## config.mk

```make
export PLATFORM = sky130hd
export DESIGN_NAME = iir_sos_cascade_flat
export DESIGN_NICKNAME = d
export VERILOG_FILES = /design/src/rtl/iir_sos_cascade_if.sv /design/src/rtl/iir_sos_cascade.sv /design/src/flat_wrapper.sv
export SDC_FILE = /design/constraint.sdc
export NUM_CORES = 2
export LEC_CHECK = 0
export ABC_AREA = 1
export CORE_UTILIZATION = 55
export DETAILED_ROUTE_END_ITERATION = 8
export PLACE_DENSITY_LB_ADDON = 0.05
export SETUP_SLACK_MARGIN = 0.02
export SLEW_MARGIN = 5
export SYNTH_ARGS = -nofsm -noshare
export SYNTH_HDL_FRONTEND = slang
export SYNTH_SLANG_ARGS = --single-unit
export TNS_END_PERCENT = 50
```

## constraint.sdc

```tcl
create_clock -name clk -period 41 [get_ports clk]
set_input_delay 8.2 -clock clk [delete_from_list [all_inputs] [get_ports clk]]
set_output_delay 8.2 -clock clk [all_outputs]
set_load 0.02 [all_outputs]
```

## src/rtl/iir_sos_cascade_if.sv

```systemverilog
// Sample/result handshake and coefficient-bank port of the biquad cascade.
// The filter is the slave; the sample source / register master is the master.
interface iir_sos_cascade_if #(
  parameter int DATA_SIZE = 24,
  parameter int COEF_SIZE = 20,
  parameter int AW        = 5
);
  logic                        sample_trig;
  logic signed [DATA_SIZE-1:0] data_in;
  logic signed [DATA_SIZE-1:0] data_out;
  logic                        filter_end;
  logic                        busy;
  logic                        overrun;
  logic                        coef_we;
  logic [AW-1:0]               coef_addr;
  logic signed [COEF_SIZE-1:0] coef_wdata;
  logic                        coef_rej;

  modport master (
    output sample_trig, data_in, coef_we, coef_addr, coef_wdata,
    input  data_out, filter_end, busy, overrun, coef_rej
  );

  modport slave (
    input  sample_trig, data_in, coef_we, coef_addr, coef_wdata,
    output data_out, filter_end, busy, overrun, coef_rej
  );
endinterface

```

## src/rtl/iir_sos_cascade.sv

```systemverilog
// Cascade of N_STAGES Direct Form I biquads sharing one multiplier-accumulator.
// Optional macro SOS_SATURATE_EN: clamp GAIN result and stage outputs instead of wrapping.
module iir_sos_cascade #(
  parameter int DATA_SIZE = 24,
  parameter int COEF_SIZE = 20,
  parameter int N_STAGES  = 4,
  parameter int ACC_SIZE  = DATA_SIZE + COEF_SIZE + 4,
  parameter int AW        = $clog2(N_STAGES) + 3
) (
  input logic clk,
  input logic reset,
  iir_sos_cascade_if.slave bus
);
  localparam int SW    = (N_STAGES > 1) ? $clog2(N_STAGES) : 1;
  localparam int PW    = DATA_SIZE + COEF_SIZE;
  localparam int SHIFT = COEF_SIZE - 2;
  localparam logic signed [COEF_SIZE-1:0] ONE = COEF_SIZE'(1 << SHIFT);

  typedef enum logic [3:0] {
    S_IDLE, S_GAIN, S_MAC0, S_MAC1, S_MAC2, S_MAC3, S_MAC4, S_STORE, S_DONE
  } state_t;

  state_t state, next_state;

  logic signed [COEF_SIZE-1:0] coef [N_STAGES][6];
  logic signed [DATA_SIZE-1:0] x1 [N_STAGES];
  logic signed [DATA_SIZE-1:0] x2 [N_STAGES];
  logic signed [DATA_SIZE-1:0] y1 [N_STAGES];
  logic signed [DATA_SIZE-1:0] y2 [N_STAGES];

  logic [SW-1:0]               stage;
  logic signed [DATA_SIZE-1:0] u_reg, x_reg, y_val, data_out_q;
  logic signed [ACC_SIZE-1:0]  acc, prod_ext;
  logic signed [DATA_SIZE-1:0] mul_a;
  logic signed [COEF_SIZE-1:0] mul_b;
  logic signed [PW-1:0]        prod;
  logic                        last_stage, overrun_q, coef_rej_q;
  logic [AW-4:0]               wr_stage;
  logic [2:0]                  wr_idx;
  logic [31:0]                 wr_stage_ext;
  logic                        wr_accept;

  // Rescale a Q2 product sum back to sample width, clamping or wrapping.
  function automatic logic signed [DATA_SIZE-1:0] scale_fit(input logic signed [ACC_SIZE-1:0] v);
`ifdef SOS_SATURATE_EN
    localparam logic signed [ACC_SIZE-1:0] SAT_HI = ACC_SIZE'((64'sd1 <<< (DATA_SIZE-1)) - 64'sd1);
    localparam logic signed [ACC_SIZE-1:0] SAT_LO = ~SAT_HI;
    logic signed [ACC_SIZE-1:0] s;
    s = v >>> SHIFT;
    if (s > SAT_HI)      return SAT_HI[DATA_SIZE-1:0];
    else if (s < SAT_LO) return SAT_LO[DATA_SIZE-1:0];
    else                 return s[DATA_SIZE-1:0];
`else
    return DATA_SIZE'(v >>> SHIFT);
`endif
  endfunction

  assign last_stage   = (32'(stage) == 32'(N_STAGES - 1));
  assign wr_stage     = bus.coef_addr[AW-1:3];
  assign wr_idx       = bus.coef_addr[2:0];
  assign wr_stage_ext = 32'(wr_stage);
  assign wr_accept    = bus.coef_we && (state == S_IDLE) && !bus.sample_trig &&
                        (wr_idx < 3'd6) && (wr_stage_ext < 32'(N_STAGES));

  assign bus.data_out   = data_out_q;
  assign bus.filter_end = (state == S_DONE);
  assign bus.busy       = (state != S_IDLE);
  assign bus.overrun    = overrun_q;
  assign bus.coef_rej   = coef_rej_q;

  always_ff @(posedge clk or posedge reset) begin
    if (reset) state <= S_IDLE;
    else       state <= next_state;
  end

  always_comb begin
    next_state = state;
    case (state)
      S_IDLE:  if (bus.sample_trig) next_state = S_GAIN;
      S_GAIN:  next_state = S_MAC0;
      S_MAC0:  next_state = S_MAC1;
      S_MAC1:  next_state = S_MAC2;
      S_MAC2:  next_state = S_MAC3;
      S_MAC3:  next_state = S_MAC4;
      S_MAC4:  next_state = S_STORE;
      S_STORE: next_state = last_stage ? S_DONE : S_GAIN;
      S_DONE:  next_state = S_IDLE;
      default: next_state = S_IDLE;
    endcase
  end

  // The single multiplier sees one (sample, coefficient) pair per cycle.
  always_comb begin
    mul_a = x_reg;
    mul_b = coef[stage][1];
    case (state)
      S_GAIN:  begin mul_a = u_reg;     mul_b = coef[stage][0]; end
      S_MAC1:  begin mul_a = x1[stage]; mul_b = coef[stage][2]; end
      S_MAC2:  begin mul_a = x2[stage]; mul_b = coef[stage][3]; end
      S_MAC3:  begin mul_a = y1[stage]; mul_b = coef[stage][4]; end
      S_MAC4:  begin mul_a = y2[stage]; mul_b = coef[stage][5]; end
      default: ;
    endcase
    prod     = mul_a * mul_b;
    prod_ext = {{(ACC_SIZE-PW){prod[PW-1]}}, prod};
    y_val    = scale_fit(acc);
  end

  always_ff @(posedge clk or posedge reset) begin
    if (reset) begin
      stage      <= '0;
      u_reg      <= '0;
      x_reg      <= '0;
      acc        <= '0;
      data_out_q <= '0;
      overrun_q  <= 1'b0;
      for (int s = 0; s < N_STAGES; s++) begin
        x1[s] <= '0;
        x2[s] <= '0;
        y1[s] <= '0;
        y2[s] <= '0;
      end
    end else begin
      if (bus.sample_trig && state != S_IDLE) overrun_q <= 1'b1;
      case (state)
        S_IDLE: if (bus.sample_trig) begin
          u_reg <= bus.data_in;
          stage <= '0;
        end
        S_GAIN:         x_reg <= scale_fit(prod_ext);
        S_MAC0:         acc   <= prod_ext;
        S_MAC1, S_MAC2: acc   <= acc + prod_ext;
        S_MAC3, S_MAC4: acc   <= acc - prod_ext;
        S_STORE: begin
          x2[stage] <= x1[stage];
          x1[stage] <= x_reg;
          y2[stage] <= y1[stage];
          y1[stage] <= y_val;
          u_reg     <= y_val;
          if (last_stage) data_out_q <= y_val;
          else            stage      <= stage + 1'b1;
        end
        default: ;
      endcase
    end
  end

  // Coefficient bank comes out of reset as a pass-through (GAIN = B0 = 1.0).
  always_ff @(posedge clk or posedge reset) begin
    if (reset) begin
      coef_rej_q <= 1'b0;
      for (int s = 0; s < N_STAGES; s++) begin
        coef[s][0] <= ONE;
        coef[s][1] <= ONE;
        for (int i = 2; i < 6; i++) coef[s][i] <= '0;
      end
    end else begin
      coef_rej_q <= bus.coef_we && !wr_accept;
      if (wr_accept) coef[wr_stage][wr_idx] <= bus.coef_wdata;
    end
  end
endmodule
```

## src/flat_wrapper.sv

```systemverilog
// flat-port wrapper written by rule: the top's interface ports become plain ports
module iir_sos_cascade_flat 
#(
  parameter int DATA_SIZE = 24,
  parameter int COEF_SIZE = 20,
  parameter int N_STAGES  = 4,
  parameter int ACC_SIZE  = DATA_SIZE + COEF_SIZE + 4,
  parameter int AW        = $clog2(N_STAGES) + 3
)
  (clk, reset, bus_sample_trig, bus_data_in, bus_coef_we, bus_coef_addr, bus_coef_wdata, bus_data_out, bus_filter_end, bus_busy, bus_overrun, bus_coef_rej);
  iir_sos_cascade_if #(.DATA_SIZE(DATA_SIZE), .COEF_SIZE(COEF_SIZE), .AW(AW)) bus_i ();
  input logic clk;
  input logic reset;
  input wire logic [$bits(bus_i.sample_trig)-1:0] bus_sample_trig;
  input wire logic [$bits(bus_i.data_in)-1:0] bus_data_in;
  input wire logic [$bits(bus_i.coef_we)-1:0] bus_coef_we;
  input wire logic [$bits(bus_i.coef_addr)-1:0] bus_coef_addr;
  input wire logic [$bits(bus_i.coef_wdata)-1:0] bus_coef_wdata;
  output wire logic [$bits(bus_i.data_out)-1:0] bus_data_out;
  output wire logic [$bits(bus_i.filter_end)-1:0] bus_filter_end;
  output wire logic [$bits(bus_i.busy)-1:0] bus_busy;
  output wire logic [$bits(bus_i.overrun)-1:0] bus_overrun;
  output wire logic [$bits(bus_i.coef_rej)-1:0] bus_coef_rej;
  assign bus_i.sample_trig = bus_sample_trig;
  assign bus_i.data_in = bus_data_in;
  assign bus_i.coef_we = bus_coef_we;
  assign bus_i.coef_addr = bus_coef_addr;
  assign bus_i.coef_wdata = bus_coef_wdata;
  assign bus_data_out = bus_i.data_out;
  assign bus_filter_end = bus_i.filter_end;
  assign bus_busy = bus_i.busy;
  assign bus_overrun = bus_i.overrun;
  assign bus_coef_rej = bus_i.coef_rej;
  iir_sos_cascade #(.DATA_SIZE(DATA_SIZE), .COEF_SIZE(COEF_SIZE), .N_STAGES(N_STAGES), .ACC_SIZE(ACC_SIZE), .AW(AW)) u_core (.clk(clk), .reset(reset), .bus(bus_i));
endmodule
```

==> results.py <==
metrics = {
    "status": {
        "status": "completed",
    },
    "synth": {
        "synth_enable_flop_cells": 0,
        "synth_area_per_cell_um2": 8.02,
        "yosys_warnings": 0,
        "synthArstFlopShare_pct": 100,
        "synth.distinct_cells": 69,
        "postSynth.topFlopCell": "dfrtp_1",
        "synth_nets": 8736,
        "synth_seq_cells": 962,
        "yosysSeqAreaShare_pct": 37.3,
        "netlist_area_um2": 64600,
        "syn_inst": 8048,
    },
    "routing": {
        "dr_total_vias": 54800,
        "drc": 0,
        "routed_via_density": 5.80,
        "wl_per_cell_um": 22.1,
        "drtIter0Drc": 5910,
        "wirelength_um": 209000,
        "dr.pass1.iters": 6,
        "detail-route-antenna-nets": 0,
    },
    "floorplan": {
        "core_area_um2": 116000,
        "die_width_um": 345,
        "die_area_um2": 119000,
        "fp.dieH_um": 345,
        "std_cell_rows": 125,
        "pin_count": 81,
        "start_util_pct": 55.6,
    },
    "finish": {
        "syn2layout_area_growth_pct": 7.51,
        "final_common_cell": "nand2_1",
        "largest_register_ff_count": 480,
        "nNetsFinal": 8518,
        "seqCellArea_um2": 24100,
        "drive_gt1_share_pct": 5.09,
        "nFillCells": 10700,
        "fin_cells": 9442,
        "top_register": "u_core.coef",
        "num_antenna_cells": 0,
        "layout_common_cells": "2146 x nand2_1, 1174 x o21ai_0, 961 x inv_1",
        "multi_input_area_um2": 34500,
    },
    "cts": {
        "cts_resized": 0,
        "cts_tree": "built",
        "cts_inserted_buffers": 105,
        "post_cts_buffers": 0,
        "htreeDepth": 3,
        "insertion_delay_ns": 0.72,
        "path_clk_slew_ns": 0.06,
        "clock_sinks": 962,
        "cts_hold_buf": 0,
        "clock-root-buffer": "clkbuf_16",
        "cts_buffer_depth": 3,
    },
    "timing": {
        "setup_ws_ns": 27.38,
        "finalSetupViolCount": 0,
        "fin_skew_ns": 0.0786,
        "fin_tns_setup_ns": 0,
        "rsz0062_at_grt": "no",
        "fin_crit_sh_pct": 33.2,
        "fin_crit_ns": 13.62,
        "relSlewSlack_pct": 15.6,
        "max_freq_mhz": 73.4,
        "worstMarginPinSlew_ns": 1.26,
        "slew_violations": 0,
        "finalHoldViolCount": 0,
    },
    "critical_path": {
        "r2r_setup_slack_ns": 27.38,
        "critPathArrivalTime_ns": 14.18,
        "crit_family": "adder cells",
        "crit_type": "reg2reg",
        "worst_setup_path_end_kind": "register",
        "worstPathRequired_ns": 41.56,
        "crit_slowest_cell": "buf_4",
        "r2r-end": "u_core.acc[40]",
        "startpoint_type": "register",
        "cp_max_fo": 160,
        "slowest_delay_ns": 0.78,
        "reg2reg_from": "u_core.stage[0]",
        "rr_worst_depth": 42,
        "cp_num_buf_inv": 7,
        "cp_common_cell": "fa_1",
    },
    "grt": {
        "antenna_found_initial": 2,
        "grt_remaining_overflow": 0,
        "grt_usage_pct": 35.6,
        "grt_pass1_vias": 52900,
        "grt_pass1_wl_um": 323000,
        "grt_max_degree": 185,
    },
    "job": {
        "cap_violations": 0,
    },
    "min_path": {
        "hold_start": "u_core.bus.overrun",
        "hold_path_class": "reg2reg",
        "min_delay_path_depth": 1,
        "min_to": "u_core.bus.overrun",
    },
    "placement": {
        "gp_congestion": 0.975,
        "dp_cells": 9247,
        "post-place-ws_ns": 27.77,
        "dp_hpwl_um": 141000,
        "port_buffers": 80,
    },
}
area by class of cell:
class	instances	share of cell area (%)
inverters	991	5.41
well taps	1524	2.75
flip-flops and latches	962	34.7
clock inverters	44	0.782
clock buffers	151	4.40
multi-input cells	5589	49.6
repair buffers	181	2.32
layer usage:
| metal | GRT usage, % | vias to the layer above | share of wire [%] | routed length [um] |
|---|---|---|---|---|
| li1 | - | 25100 | - | - |
| met1 | 51.4 | 26900 | 43 | 89500 |
| met2 | 55.3 | 2364 | 45 | 94500 |
| met3 | 5.33 | 383 | 8.1 | 16900 |
| met4 | 11.6 | 2 | 3.6 | 7580 |
| met5 | 0 | - | 0.0058 | 12 |
logic make-up after synthesis:
kind of cell / share of synthesized area (%)
AOI/OAI and AO/OA: 15.2
buffers and inverters: 9.38
DFF: 37.3
adders and majority gates: 17.9
xor gates and xnor gates: 1.10
and+or+nand+nor: 19.2
worst max-delay path by stage:
stage | startpoint | end | slack (ns) | cells after the start
global placement | u_core.stage[0] | u_core.acc[40] | 27.84 | 42
detailed placement | u_core.stage[0] | u_core.acc[40] | 27.77 | 42
CTS | u_core.stage[0] | u_core.acc[40] | 27.70 | 42
finish | u_core.stage[0] | u_core.acc[40] | 27.38 | 42
floorplan | reset | u_core.acc[0] | 5.75 | 1
global route | u_core.stage[0] | u_core.acc[40] | 26.54 | 47
cell usage after synthesis, types with 44 or more instances:
| cell type | instances | area (um^2) |
|---|---|---|
| a21oi_1 | 271 | 1360 |
| buf_2 | 151 | 756 |
| buf_4 | 48 | 360 |
| clkbuf_1 | 285 | 1070 |
| dfrtp_1 | 954 | 23900 |
| fa_1 | 477 | 9550 |
| ha_1 | 158 | 1980 |
| inv_1 | 964 | 3620 |
| nand2_1 | 2149 | 8070 |
| nand3_1 | 188 | 941 |
| nand4_1 | 44 | 275 |
| nor2_1 | 617 | 2320 |
| o21ai_0 | 1174 | 5880 |
| o22ai_1 | 87 | 544 |
| xor2_1 | 45 | 394 |
through the flow:
step                cell area (um^2)  hold WS (ns)  util [%]
finish                         69400         0.461      59.7
global route                   69400         0.472      59.7
CTS                            69400         0.464      59.7
detailed placement             65800         0.448      56.6
global placement               65800         0.446      56.6
floorplan                      64600         0.442         -
Power is left out: the tool's default activity adds up to more than one toggle a clock period on the data nets, which glitch-free logic cannot reach.
